### src/rtl/pipe_pkg.sv
// Shared definitions for the elastic pipeline stage registers of the MIPS datapath.
// Holds the ID/EX payload widths, the bubble control word and the occupancy encoding.
package pipe_pkg;

    localparam int ID_EX_DATA_W = 35;
    localparam int ID_EX_CTRL_W = 13;

    localparam logic [ID_EX_CTRL_W-1:0] CTRL_BUBBLE = '0;

    typedef enum logic [1:0] {
        EMPTY = 2'd0,
        ONE   = 2'd1,
        FULL  = 2'd2
    } state_t;

endpackage

### src/rtl/pipe_entry.sv
// One storage entry (valid, data, ctrl) of the stage register.
// clear drops the beat and zeroes ctrl so a cleared entry always reads as a bubble.
module pipe_entry #(
    parameter int DATA_W = 35,
    parameter int CTRL_W = 13
) (
    input  logic              clk,
    input  logic              reset,
    input  logic              load,
    input  logic              clear,
    input  logic              valid_d,
    input  logic [DATA_W-1:0] data_d,
    input  logic [CTRL_W-1:0] ctrl_d,
    output logic              valid,
    output logic [DATA_W-1:0] data,
    output logic [CTRL_W-1:0] ctrl
);

    always_ff @(posedge clk or negedge reset) begin
        if (!reset) begin
            valid <= 1'b0;
            data  <= '0;
            ctrl  <= '0;
        end else if (clear) begin
            valid <= 1'b0;
            ctrl  <= '0;
        end else if (load) begin
            valid <= valid_d;
            data  <= data_d;
            ctrl  <= ctrl_d;
        end
    end

endmodule

### src/rtl/pipe_stage_reg.sv
// Elastic pipeline stage register: main + skid entry with valid/ready handshake and flush.
// in_ready depends only on registered skid state, so out_ready never reaches it combinationally.
module pipe_stage_reg
    import pipe_pkg::*;
#(
    parameter int DATA_W = ID_EX_DATA_W,
    parameter int CTRL_W = ID_EX_CTRL_W
) (
    input  logic              clk,
    input  logic              reset,
    input  logic              flush,
    input  logic              in_valid,
    output logic              in_ready,
    input  logic [DATA_W-1:0] in_data,
    input  logic [CTRL_W-1:0] in_ctrl,
    output logic              out_valid,
    input  logic              out_ready,
    output logic [DATA_W-1:0] out_data,
    output logic [CTRL_W-1:0] out_ctrl
);

    state_t state_q, state_d;

    logic              main_valid, skid_valid;
    logic [DATA_W-1:0] main_data, skid_data;
    logic [CTRL_W-1:0] main_ctrl, skid_ctrl;

    logic              main_load, skid_load;
    logic              main_valid_d, skid_valid_d;
    logic [DATA_W-1:0] main_data_d;
    logic [CTRL_W-1:0] main_ctrl_d, skid_ctrl_d;

    logic accept, consume;

    assign in_ready  = !skid_valid;
    assign out_valid = main_valid;
    assign out_data  = main_data;
    assign out_ctrl  = main_valid ? main_ctrl : '0;

    assign accept  = in_valid && in_ready;
    assign consume = main_valid && out_ready;

    always_ff @(posedge clk or negedge reset) begin
        if (!reset) state_q <= EMPTY;
        else        state_q <= state_d;
    end

    always_comb begin
        state_d      = state_q;
        main_load    = 1'b0;
        main_valid_d = 1'b0;
        main_data_d  = in_data;
        main_ctrl_d  = in_ctrl;
        skid_load    = 1'b0;
        skid_valid_d = 1'b0;
        skid_ctrl_d  = in_ctrl;
        case (state_q)
            EMPTY: begin
                if (accept) begin
                    main_load    = 1'b1;
                    main_valid_d = 1'b1;
                    state_d      = ONE;
                end
            end
            ONE: begin
                if (accept && consume) begin
                    main_load    = 1'b1;
                    main_valid_d = 1'b1;
                end else if (accept) begin
                    skid_load    = 1'b1;
                    skid_valid_d = 1'b1;
                    state_d      = FULL;
                end else if (consume) begin
                    main_load    = 1'b1;
                    main_ctrl_d  = '0;
                    state_d      = EMPTY;
                end
            end
            FULL: begin
                // Skid drains into main; in_ready is low so no new beat arrives here.
                if (consume) begin
                    main_load    = 1'b1;
                    main_valid_d = 1'b1;
                    main_data_d  = skid_data;
                    main_ctrl_d  = skid_ctrl;
                    skid_load    = 1'b1;
                    skid_ctrl_d  = '0;
                    state_d      = ONE;
                end
            end
            default: state_d = EMPTY;
        endcase
        if (flush) state_d = EMPTY;
    end

    pipe_entry #(.DATA_W(DATA_W), .CTRL_W(CTRL_W)) u_main (
        .clk     (clk),
        .reset   (reset),
        .load    (main_load),
        .clear   (flush),
        .valid_d (main_valid_d),
        .data_d  (main_data_d),
        .ctrl_d  (main_ctrl_d),
        .valid   (main_valid),
        .data    (main_data),
        .ctrl    (main_ctrl)
    );

    pipe_entry #(.DATA_W(DATA_W), .CTRL_W(CTRL_W)) u_skid (
        .clk     (clk),
        .reset   (reset),
        .load    (skid_load),
        .clear   (flush),
        .valid_d (skid_valid_d),
        .data_d  (in_data),
        .ctrl_d  (skid_ctrl_d),
        .valid   (skid_valid),
        .data    (skid_data),
        .ctrl    (skid_ctrl)
    );

endmodule

### config.mk
export PLATFORM = sky130hd
export DESIGN_NAME = pipe_stage_reg
export DESIGN_NICKNAME = d
export VERILOG_FILES = /design/src/rtl/pipe_pkg.sv /design/src/rtl/pipe_entry.sv /design/src/rtl/pipe_stage_reg.sv
export SDC_FILE = /design/constraint.sdc
export NUM_CORES = 1
export LEC_CHECK = 0
export BUFFER_PORTS_ARGS = -buffer_cell sky130_fd_sc_hd__buf_4
export CAP_MARGIN = 30
export CORE_ASPECT_RATIO = 0.8
export CORE_MARGIN = 3
export CORE_UTILIZATION = 35
export DETAILED_ROUTE_END_ITERATION = 10
export PLACE_DENSITY = 0.52
export SETUP_SLACK_MARGIN = 0.4
export SKIP_CTS_REPAIR_TIMING = 1
export SYNTH_ARGS = -nofsm -noshare
export SYNTH_HDL_FRONTEND = slang
export SYNTH_SLANG_ARGS = --single-unit
export TNS_END_PERCENT = 30
### constraint.sdc
create_clock -name clk -period 4.8 [get_ports clk]
set_input_delay 1.44 -clock clk [delete_from_list [all_inputs] [get_ports clk]]
set_output_delay 1.44 -clock clk [all_outputs]
set_load 0.05 [all_outputs]
# Yosys cells after proc, flatten, opt, wreduce, memory -nomap -nowiden
# Cells that the tools add are included.
dict set report word_totals {
  register_bits 100
  out_inout_bits 50
  wordCells 58
}
dict set report classes {
  n_eq_ne 6
  n_mux 34
  n_bitwise 1
  n_reduce_logical 10
}
# op count
set ops {}
lappend ops {{2-to-1 mux 13 bit} 10}
lappend ops {{2-to-1 mux 35 bit} 2}
lappend ops {{case mux 13 bit (2 select lines)} 1}
lappend ops {{2-to-1 mux 2 bit} 6}
lappend ops {{2-to-1 mux 1 bit} 11}
lappend ops {{!= test 3 bit (second input constant)} 3}
lappend ops {{case mux 1 bit (3 select lines)} 2}
lappend ops {{case mux 2 bit (3 select lines)} 1}
lappend ops {{!= test 4 bit (second input constant)} 1}
lappend ops {{AND reduction 2 bit} 2}
lappend ops {{AND reduction 4 bit} 1}
lappend ops {{nonzero test 2 bit} 2}
lappend ops {{logical AND 1 bit} 3}
lappend ops {{equality test 2 x 1 -> 1 bit (second input constant)} 1}
lappend ops {{equality test 2 bit (second input constant)} 1}
lappend ops {{logical NOT 2 bit} 1}
lappend ops {{case mux 1 bit (2 select lines)} 1}
lappend ops {{logical NOT 1 bit} 1}
lappend ops {{inverter 1 bit} 1}

# Longest topological paths before layout
# Gate-level depths: netlist (run 1).
dict set report depth {
  depth_word 7
  depth_mapped 8
  depth_no_buf 6
}

# By module
# From an unflattened synthesis (run 1), not the netlist that was laid out.
dict set report hier_totals {
  hier_cells 405
  area_unflattened_um2 5390.2
}
# mod instances cells_each area_each_um2 seq_area_each_um2
set by_module_without_submodules {}
lappend by_module_without_submodules {pipe_entry 2 120 2004.4 1226.2}
lappend by_module_without_submodules {pipe_stage_reg 1 165 1381.3 50.0}

# Least setup slack after synthesis (run 1)
# OpenSTA, ideal clock, no wires.
dict set report synth_timing {
  kind {reg-to-output}
  startpoint {reg u_main.valid}
  endpoint {out out_ctrl[10]}
  arrival_time_ns 1.505
  t_required_ns 3.360
  path_slack_ns 1.855
  path_stages_with_launch 4
  n_path_buf 2
  path_cell_list {dfrtp_1 > buf_2 > clkbuf_1 > and2_1}
}
dict set report synth_via {
  elab_chain_cells 1
}
# element line_no
set synth_lines {}
lappend synth_lines {{start, declared} pipe_entry.sv:14} ;# output logic valid,
lappend synth_lines {{start signal, assigned} pipe_entry.sv:28} ;# valid <= valid_d;
lappend synth_lines {{2-to-1 mux 13 bit} pipe_stage_reg.sv:38} ;# assign out_ctrl = main_valid ? main_ctrl : '0;
lappend synth_lines {{end, declared} pipe_stage_reg.sv:19} ;# output logic [CTRL_W-1:0] out_ctrl
# No other way between the ends.

# Worst setup path in the final report (run 1)
dict set report layout_timing {
  startpoint {reg u_main.valid}
  endpoint {out out_ctrl[5]}
}
# The elaborated chain is that of the path after synthesis.

==> impl_summary.txt, run 1 <==
----------------------------------------------------
[Outcome]
  Status ... complete, no violations

[Cells and area]
  Most common cell after layout, fill and taps aside ... sky130_fd_sc_hd__buf_4
  Fraction of layout instances using a drive strength above 1 ... 32.6%
  Commonest non-fill, non-tap cells in the layout ... sky130_fd_sc_hd__buf_4 (110), sky130_fd_sc_hd__dfrtp_1 (100), sky130_fd_sc_hd__nand2_1 (73)
  Filler cell count in the final layout ... 1143
  Relative area change from synthesis to final layout ... 27.1%
  Layout Nets ... 555
  Number of diodes added for antenna fixing ... 0

[Drt]
  Count of unresolved DRC violations after routing ... 0
  Wire length after detailed routing ... 10.6 mm
  Number of vias per cell after detailed routing ... 4.87
  Antenna-violating nets left ... 0
  Number of vias after detailed routing ... 3256
  Iteration-0 DRC count of the detailed router ... 208
  DR pass1 iterations ... 4
  Post-detailed-route wirelength per cell ... 15.9 um

[GRT]
  First-pass GRT wire length ... 17.2 mm
  Pin count of the biggest net entering global routing ... 71
  Number of antenna violations at the first check in global routing ... 0
  Total routing usage reported by global routing ... 15.5%
  Residual overflow from global routing ... 0
  Via count of the first global-routing pass ... 3298

[Clocking]
  Total CTS buffers ... 9
  Root buffer cell ... sky130_fd_sc_hd__clkbuf_16
  Clock latency at the later pin of the worst-skew pair ... 340 ps
  Clock-pin slew on the worst setup and hold paths ... 70 ps
  H-tree levels ... 3
  CTS tree ... built
  Maximum clock path buffer count ... 2
  Total number of clock tree sinks ... 100

[Floorplanning]
  I/O pin count ... 103
  Cell row count ... 35
  DIE WIDTH ... 131 um
  Chip Height ... 106 um
  Core box area ... 11900 um^2
  Initial standard-cell utilization of the core ... 36.9%
  Die Area ... 13900 um^2

[Run]
  Maxcap violations ... 0

[Yosys]
  Post-synthesis instance area ... 4380 um^2
  Number of distinct library cells after synthesis ... 35
  Portion of synthesized cell area occupied by the leading cell type ... 57.1%
  Portion of the post-synthesis area used by sequential elements ... 57.1%
  Synthesis Warnings ... 0
  Net count of the mapped netlist ... 459
  Main area contributors after synthesis ... sky130_fd_sc_hd__dfrtp_1 (57%), sky130_fd_sc_hd__mux2_2 (8.7%), sky130_fd_sc_hd__nand2_1 (6.3%)
  Yosys reg bits ... 100
  Largest area contributor in the netlist ... sky130_fd_sc_hd__dfrtp_1
  Syn Inst Count ... 402
  Synth Area per Inst ... 10.9 um^2

[Setup path]
  Critical Setup Path Class ... flop to primary output
  CP Data Arrival Time ... 1550 ps
  Crit-path max FO ... 20
  Sort of element at the start of the critical path ... flop
  Capture instance of the worst register-to-register path ... u_skid.data[22]
  Max stage delay on crit path ... 740 ps
  Critical path required time ... 3360 ps
  R2r worst-path depth ... 8
  Slack of the worst reg-to-reg path ... 2190 ps
  Cell-by-cell trace of the critical path ... and2_1, buf_4
  Cell with the largest stage delay on the worst path ... sky130_fd_sc_hd__dfrtp_1
  Kind of end point of the critical path ... primary output
  Reg-to-reg critical path startpoint ... state_q[0]

[Pwr]
  Leakage power summed over all cells ... 2.61 nW
  Switching power total ... 0.00145 W
  Design Power ... 0.00348 W
  Portion of total power attributed to the clock network ... 19.4%
  Combinational fraction of design power ... 41.9%
  Internal Pwr Total ... 0.00203 W
  Ratio of total power to cell area ... 625 nW/um^2
  Sequential group share of total power ... 38.7%
  Worst-case vdd ir drop ... 0.000295 V
  Fraction of power spent switching nets ... 41.8%

[STA]
  Worst slew pin tran ... 864 ps
  Final critical path time including I/O delays and setup ... 2990 ps
  Worst hold-check slack ... 491 ps
  Max_slew headroom ... 42.4%
  Final hold viol count ... 0
  Final worst-path cycle share ... 62.2%
  Setup-failing EPs final ... 0
  RSZ-0062 raised after global routing ... false
  TNS Setup ... 0 ps
  Clock Skew ... 7.73 ps
  Final slew viol count ... 0
  Max Clk Rate ... 335 MHz

[Worst hold path]
  Hold crit path type ... flop to flop
  Hold Crit Depth ... 1
  Min-Delay Startpoint ... u_skid.ctrl[8]
  Worst hold endpoint ... u_skid.ctrl[8]

[Placement]
  Half-perimeter wire length after placement ... 6.95 mm
  Buffers added on ports ... 102
  Gpl congestion ... 0.800

----------------------------------------------------
critical path: cells and delay by family, from the launching register on:
kind                   cells  cell delay, ps
DFF                        1             740
and+or+nand+nor            1             260
buffers and inverters      1             210
cell families (layout without fill, tap and decap cells):
family	Yosys count	in the layout	share of synthesized area [%]
and+or+nand+nor	155	155	15.7
DFF	100	100	57.1
AOI/OAI and AO/OA	76	76	13.1
muxes	36	36	9.25
buffers and inverters	30	131	3.43
adders and majority gates	4	4	1.14
xor gates and xnor gates	1	1	0.200
synthesized netlist by cell type, drive strengths merged:
library cell and instances:
dfrtp 100, nand2 73, nor2 44, a31oi 36, mux2 36, and2 27
a22o 15, buf 14, a221o 13, clkbuf 12, a21oi 6, ha 4
inv 4, nor3 3, nand3b 2, a311oi 1, a32oi 1, and3 1
and4b 1, nand2b 1, nand3 1, nor2b 1, o2111ai 1, o211ai 1
o21ai 1, o21ba 1, or2 1, xnor2 1
cell type report:
type	instances	area, um^2	share of cell area [%]
tap	166	208	3.73
multi-input combinational	272	1740	31.2
clock inverter	5	37.5	0.674
timing repair buffer	111	837	15.0
clock buffer	11	233	4.18
sequential	100	2500	44.9
inverter	4	15.0	0.270
through the flow:
stage	instances	instance area (um^2)	util (%)	worst slack [ps]
finish	669	5570	46.9	1810
global route	669	5570	46.9	1680
detailed placement	653	5300	44.6	1490
CTS	669	5570	46.9	1750
floorplan	402	4380	-	1850
global placement	652	5290	44.6	1530
power by group through the flow:
stage	clock [W]	sequential [W]	combinational, W
2_1_floorplan	0	0.00182	0.000541
4_1_cts	0.000699	0.00135	0.00147
5_1_grt	0.000735	0.00139	0.00156
3_3_place_gp	0	0.00135	0.00145
3_5_place_dp	0	0.00136	0.00147
6_report	0.000676	0.00135	0.00146
routing by layer:
layer | GRT usage (%) | share of wire, % | wire length, um | vias up
li1 | - | - | - | 1593
met1 | 22.7 | 49 | 5190 | 1579
met2 | 23.0 | 46 | 4840 | 77
met3 | 3.87 | 4.8 | 510 | 7
met4 | 4.04 | 0.89 | 95 | 0
met5 | 0 | 0 | 0 | -
flip-flops by register name (all words and copies together), names as in the netlist:
register and count:
u_skid.data 35, u_main.valid 1, u_skid.valid 1, state_q 2, u_main.data 35, u_skid.ctrl 13
u_main.ctrl 13
worst max-delay path by stage:
stage            startpoint               to  slack, ps  cells after the start
2_1_floorplan  u_main.valid     out_ctrl[10]       1850                      3
3_3_place_gp      out_ready  u_skid.data[13]       1530                      7
3_5_place_dp      out_ready  u_skid.data[22]       1490                      7
4_1_cts        u_main.valid      out_ctrl[5]       1750                      2
5_1_grt        u_main.valid      out_ctrl[5]       1680                      2
6_report       u_main.valid      out_ctrl[5]       1810                      2
Note: power is estimated with default switching activity, not from simulation.
==> run 2, diff against run 1 <==
Settings changed: ABC_AREA set to 1, PLACE_DENSITY 0.52 to 0.51.
Clock period 4.8 ns to 3.05 ns, I/O delays scaled along.
==> run 2 against run 1 <==
- clock power grew 69%
- first-iteration DRC count increased by 72%
- core utilization fell by 1.8 points
- critical endpoint is now out_ctrl[9]
- design area is 13% higher
- highest routed layer unchanged
- global-route usage grew 2.3 points
- largest power group unchanged
==> impl_summary.txt, run 2 <==
----------------------------------------------------
[Yosys]
  Post-synthesis instance area ... 5110 um^2
  Number of enable flip-flop cells after synthesis ... 0
  Syn Inst Count ... 701
  Post-synth top cells ... sky130_fd_sc_hd__nand2_1 (378), sky130_fd_sc_hd__dfrtp_1 (100), sky130_fd_sc_hd__nand3_1 (55), sky130_fd_sc_hd__nand4_1 (51), sky130_fd_sc_hd__inv_1 (33)
  Yosys reg bits ... 100
  Portion of the post-synthesis area used by sequential elements ... 48.9%
  Number of distinct library cells after synthesis ... 22
  Net count of the mapped netlist ... 758
  Main area contributors after synthesis ... sky130_fd_sc_hd__dfrtp_1 (49%), sky130_fd_sc_hd__nand2_1 (28%), sky130_fd_sc_hd__nand4_1 (6.2%)
  Synthesis Warnings ... 0
  Synth Area per Inst ... 7.30 um^2
  Predominant post-synthesis flop cell ... sky130_fd_sc_hd__dfrtp_1
  Portion of synthesized cell area occupied by the leading cell type ... 48.9%
  Count leader, synth ... sky130_fd_sc_hd__nand2_1
  Fraction of registers with async set/reset ... 100%
  Largest area contributor in the netlist ... sky130_fd_sc_hd__dfrtp_1

[Drt]
  Number of vias per cell after detailed routing ... 4.96
  Iteration-0 DRC count of the detailed router ... 358
  Antenna-violating nets left ... 0
  DR pass1 iterations ... 5
  Count of unresolved DRC violations after routing ... 0
  Wire length after detailed routing ... 13.9 mm
  Number of vias after detailed routing ... 4784
  Post-detailed-route wirelength per cell ... 14.4 um

[Clocking]
  CTS tree ... built
  Total CTS buffers ... 9
  Root buffer cell ... sky130_fd_sc_hd__clkbuf_16
  Total number of clock tree sinks ... 100
  Clock-pin slew on the worst setup and hold paths ... 70 ps
  Clock latency at the later pin of the worst-skew pair ... 340 ps
  H-tree levels ... 3
  Maximum clock path buffer count ... 2

[Setup path]
  Slack of the worst reg-to-reg path ... 800 ps
  Sort of element at the start of the critical path ... flop
  CP Data Arrival Time ... 1510 ps
  Critical Setup Path Class ... flop to primary output
  Critical path required time ... 2130 ps
  Crit-path max FO ... 18
  Kind of end point of the critical path ... primary output

[Cells and area]
  Commonest non-fill, non-tap cells in the layout ... sky130_fd_sc_hd__nand2_1 (378), sky130_fd_sc_hd__buf_4 (113), sky130_fd_sc_hd__dfrtp_1 (100)
  Most common cell after layout, fill and taps aside ... sky130_fd_sc_hd__nand2_1
  Relative area change from synthesis to final layout ... 22.8%
  Layout Nets ... 838
  Biggest registers after layout ... u_main.data (35), u_skid.data (35)
  Filler cell count in the final layout ... 1439
  Fraction of layout instances using a drive strength above 1 ... 18.0%
  Final non-filler cell area ... 6280 um^2
  Number of diodes added for antenna fixing ... 0

[Worst hold path]
  Hold crit path type ... flop to flop

[Run]
  Maxcap violations ... 0

[GRT]
  Total routing usage reported by global routing ... 17.9%
  First-pass GRT wire length ... 23.5 mm
  Residual overflow from global routing ... 0
  Pin count of the biggest net entering global routing ... 65
  Number of antenna violations at the first check in global routing ... 0
  Via count of the first global-routing pass ... 4711

[Placement]
  Gpl congestion ... 0.772
  Placed cell areas ... 5990 um^2
  Half-perimeter wire length after placement ... 9.15 mm
  Buffers added on ports ... 102

[STA]
  Clock Skew ... 7.49 ps
  TNS Setup ... 0 ps
  Max_slew headroom ... 42.0%
  Final critical path time including I/O delays and setup ... 2430 ps
  Max Clk Rate ... 412 MHz
  Final worst-path cycle share ... 79.6%
  Worst slew pin tran ... 869 ps
  Final slew viol count ... 0
  Final hold viol count ... 0
  Setup-failing EPs final ... 0
  RSZ-0062 raised after global routing ... false

[Floorplanning]
  Die Area ... 16100 um^2
  DIE WIDTH ... 141 um
  I/O pin count ... 103
  Core box area ... 13900 um^2
  Cell row count ... 38
  Chip Height ... 114 um
  Initial standard-cell utilization of the core ... 36.7%

[Pwr]
  Combinational fraction of design power ... 40.1%
  Ratio of total power to cell area ... 858 nW/um^2
  Fraction of power spent switching nets ... 42.7%
  Portion of total power attributed to the clock network ... 21.2%
  Switching power total ... 0.00230 W
  Worst-case vdd ir drop ... 0.000517 V
  Leakage power summed over all cells ... 3.62 nW
  Sequential group share of total power ... 38.7%
  Internal Pwr Total ... 0.00309 W

[Outcome]
  Status ... complete, no violations

----------------------------------------------------
-- run 2: cell count changes in the layout (fill, tap and decap cells not counted), moves of 27 or more --
cell / before / now
sky130_fd_sc_hd__a31oi_1: 35 / 0
sky130_fd_sc_hd__nand3_1: 1 / 55
sky130_fd_sc_hd__mux2_2: 34 / 0
sky130_fd_sc_hd__and2_1: 27 / 0
sky130_fd_sc_hd__nand2_1: 73 / 378
sky130_fd_sc_hd__inv_1: 4 / 33
sky130_fd_sc_hd__nand4_1: 0 / 51
-- run 2: kinds of logic after synthesis --
group,synth area share [%]
simple gates,42.0
fa+ha+maj,0.979
compound gates,0.979
flops,48.9
buf+inv,7.17
-- run 2: worst paths after layout --
| kind | from | endpoint | depth (start not counted) |
|---|---|---|---|
| setup / recovery | u_main.valid | out_ctrl[9] | 3 |
| hold / removal | u_skid.data[19] | u_skid.data[19] | 2 |
| setup reg to reg | state_q[0] | u_skid.ctrl[8] | 6 |
| hold reg to reg | u_skid.data[19] | u_skid.data[19] | 2 |
| max in group asynchronous | reset | u_skid.data[12] | 2 |
| min in group asynchronous | reset | u_skid.data[10] | 1 |
-- run 2: area by class of cell --
class / count / area, um^2 / share of cell area (%)
multi-input combinational: 519 / 2250 / 35.8
inverter: 37 / 144 / 2.29
clock buffer: 11 / 243 / 3.86
sequential: 100 / 2500 / 39.8
tap: 180 / 225 / 3.59
timing repair buffer: 114 / 868 / 13.8
clock inverter: 4 / 50.0 / 0.797
-- run 2: metal layers --
| layer | GRT usage, % | vias up | wire [um] |
|---|---|---|---|
| li1 | - | 2366 | - |
| met2 | 28.4 | 110 | 6490 |
| met4 | 4.52 | 0 | 179 |
| met3 | 3.63 | 14 | 624 |
| met1 | 25.2 | 2294 | 6600 |
| met5 | 0 | - | 0 |
-- run 2: power by group through the flow --
stage,Sequential (W),Combinational (W),Clock (W)
5_1_grt,0.00216,0.00236,0.00124
3_5_place_dp,0.00211,0.00218,0
4_1_cts,0.00209,0.00219,0.00118
6_report,0.00209,0.00216,0.00114
3_3_place_gp,0.00209,0.00216,0
2_1_floorplan,0.00282,0.000782,0
-- run 2: critical path, stage by stage, from the launching register on --
cell and delay [ps]:
sky130_fd_sc_hd__dfrtp_1 750, sky130_fd_sc_hd__nand2_1 130, sky130_fd_sc_hd__inv_1 90, sky130_fd_sc_hd__buf_4 190
-- run 2: through the flow --
step	worst slack [ps]	cells	utilization [%]	total power, W	hold WS [ps]
final	622	965	45.1	0.00539	474
after global routing	468	965	45.1	0.00575	493
after CTS	576	965	45.1	0.00546	475
after detailed placement	593	950	43.0	0.00429	458
after global placement	609	950	43.0	0.00425	454
after floorplan	626	701	-	0.00360	442
==> run 3, diff against run 2 <==
Clock period 3.05 ns to 2.4 ns, I/O delays scaled along.
==> run 3 against run 2 <==
- via count decreased by 0.31%
- final cell count rose by 0.41%
- flip-flop and latch count is the same
- die area unchanged
- design area rose by 2.2%
- register-to-register slack lost 330 ps
- combinational power increased by 31%
- wire length up 1.1%
- core utilization grew 1.0 points
- sequential power increased by 27%
- power up 28%
- clock skew barely moved
- critical path type unchanged
- highest routed layer unchanged
==> impl_summary.txt, run 3 (synthesis gave the netlist of run 2 again) <==
----------------------------------------------------
[Outcome]
  Status ... complete, no violations

[Floorplanning]
  Core box area ... 13900 um^2
  I/O pin count ... 103
  Initial standard-cell utilization of the core ... 36.7%
  Die Area ... 16100 um^2
  DIE WIDTH ... 141 um
  Cell row count ... 38
  Chip Height ... 114 um

[Cells and area]
  Commonest non-fill, non-tap cells in the layout ... sky130_fd_sc_hd__nand2_1 (370), sky130_fd_sc_hd__buf_4 (108), sky130_fd_sc_hd__dfrtp_1 (99)
  Filler cell count in the final layout ... 1404
  Layout Nets ... 842
  Number of diodes added for antenna fixing ... 0
  Fraction of layout instances using a drive strength above 1 ... 21.0%
  Most common cell after layout, fill and taps aside ... sky130_fd_sc_hd__nand2_1
  Relative area change from synthesis to final layout ... 25.5%
  Final design utilization ... 46.1%
  Biggest registers after layout ... u_main.data (35), u_skid.data (35)

[Setup path]
  Worst setup startpoint ... u_main.valid
  Crit-path max FO ... 9
  Last element of the critical path ... out_ctrl[8]
  Kind of end point of the critical path ... primary output
  Sort of element at the start of the critical path ... flop
  Reg-to-reg critical path startpoint ... state_q[1]
  Critical Setup Path Class ... flop to primary output
  Critical path required time ... 1680 ps
  R2r worst-path depth ... 8
  Capture instance of the worst register-to-register path ... u_skid.data[6]
  CP Data Arrival Time ... 1330 ps
  Slack of the worst reg-to-reg path ... 470 ps

[Pwr]
  Leakage power summed over all cells ... 3.55 nW
  Worst-case vdd ir drop ... 0.000711 V
  Ratio of total power to cell area ... 1070 nW/um^2

[Placement]
  Worst slack, placed ... 199 ps
  Buffers added on ports ... 102
  Gpl congestion ... 0.754
  Half-perimeter wire length after placement ... 8.71 mm

[STA]
  RSZ-0062 raised after global routing ... true
  Max_slew headroom ... 62.0%
  Clock Skew ... 7.73 ps
  Final worst-path cycle share ... 85.3%
  Setup slack of the critical path after layout ... 354 ps
  Final hold viol count ... 0
  Worst slew pin tran ... 570 ps
  Max Clk Rate ... 489 MHz
  TNS Setup ... 0 ps
  Setup-failing EPs final ... 0
  Final critical path time including I/O delays and setup ... 2050 ps
  Final slew viol count ... 0

[Run]
  Maxcap violations ... 0

[Clocking]
  Total CTS buffers ... 9
  Total number of clock tree sinks ... 100
  H-tree levels ... 3
  Root buffer cell ... sky130_fd_sc_hd__clkbuf_16
  Clock-pin slew on the worst setup and hold paths ... 70 ps
  Clock latency at the later pin of the worst-skew pair ... 350 ps
  Maximum clock path buffer count ... 2
  CTS tree ... built

[GRT]
  GRT met2 Usage ... 27.9%
  Total routing usage reported by global routing ... 17.6%
  Via count of the first global-routing pass ... 4652
  Residual overflow from global routing ... 0
  GR Util met1 ... 24.1%
  Most utilized layer in the global route result ... met2
  Pin count of the biggest net entering global routing ... 101
  Number of antenna violations at the first check in global routing ... 0
  First-pass GRT wire length ... 23.1 mm
  Global-route track usage on met3 ... 4.51%

[Drt]
  Post-detailed-route wirelength per cell ... 14.5 um
  Number of vias per cell after detailed routing ... 4.92
  DR pass1 iterations ... 5
  Count of unresolved DRC violations after routing ... 0
  Iteration-0 DRC count of the detailed router ... 274
  Wire length after detailed routing ... 14.1 mm
  Antenna-violating nets left ... 0
  Number of vias after detailed routing ... 4769

[Worst hold path]
  Hold crit path type ... input port to async pin

----------------------------------------------------
run 3: cell count changes in the layout (fill, tap and decap cells not counted), moves of 2 or more:
cell / change
sky130_fd_sc_hd__buf_12: +2
sky130_fd_sc_hd__nand2_2: +8
sky130_fd_sc_hd__buf_6: +7
sky130_fd_sc_hd__inv_1: -10
sky130_fd_sc_hd__nand2_1: -8
sky130_fd_sc_hd__buf_4: -5
sky130_fd_sc_hd__inv_2: -2
sky130_fd_sc_hd__clkinvlp_4: +10
run 3: stage by stage:
stage          power [W]  std cells  instance area [um^2]  hold slack, ps
5_1_grt          0.00731        969                  6420             480
3_5_place_dp     0.00549        949                  6030             458
2_1_floorplan    0.00458        701                  5150             424
4_1_cts          0.00690        964                  6310             458
6_report         0.00688        969                  6420             417
3_3_place_gp     0.00544        949                  6030             453
run 3: how the worst min path moves through the flow:
stage / end / depth (start not counted)
floorplan: state_q[0] / 0
global placement: u_skid.data[12] / 2
detailed placement: u_skid.data[3] / 2
CTS: state_q[1] / 2
global route: state_q[0] / 2
finish: u_main.data[9] / 2
run 3: per-layer routing:
layer | share of wire (%) | up-vias
li1 | - | 2374
met1 | 49 | 2264
met2 | 45 | 122
met3 | 6.0 | 9
met4 | 0.89 | 0
met5 | 0 | -
run 3: final cells by class:
cell class / count / area, um^2 / share of cell area (%)
timing repair buffer: 118 / 950 / 14.8
clock buffer: 11 / 253 / 3.94
clock inverter: 4 / 25.0 / 0.390
sequential: 100 / 2510 / 39.0
tap: 180 / 225 / 3.51
multi-input combinational: 519 / 2270 / 35.4
inverter: 37 / 189 / 2.94
run 3: critical path: stages (launching register included):
cell and delay (ps):
sky130_fd_sc_hd__dfrtp_4 490, sky130_fd_sc_hd__buf_12 150, sky130_fd_sc_hd__nand2_1 100, sky130_fd_sc_hd__clkinvlp_4 90
sky130_fd_sc_hd__buf_6 150
run 3: where the power goes:
| group | total (W) | switching [W] | internal [W] |
|---|---|---|---|
| Combinational | 0.00284 | 0.00200 | 0.000845 |
| Sequential | 0.00265 | 0.000350 | 0.00230 |
| Clock | 0.00139 | 0.000639 | 0.000751 |
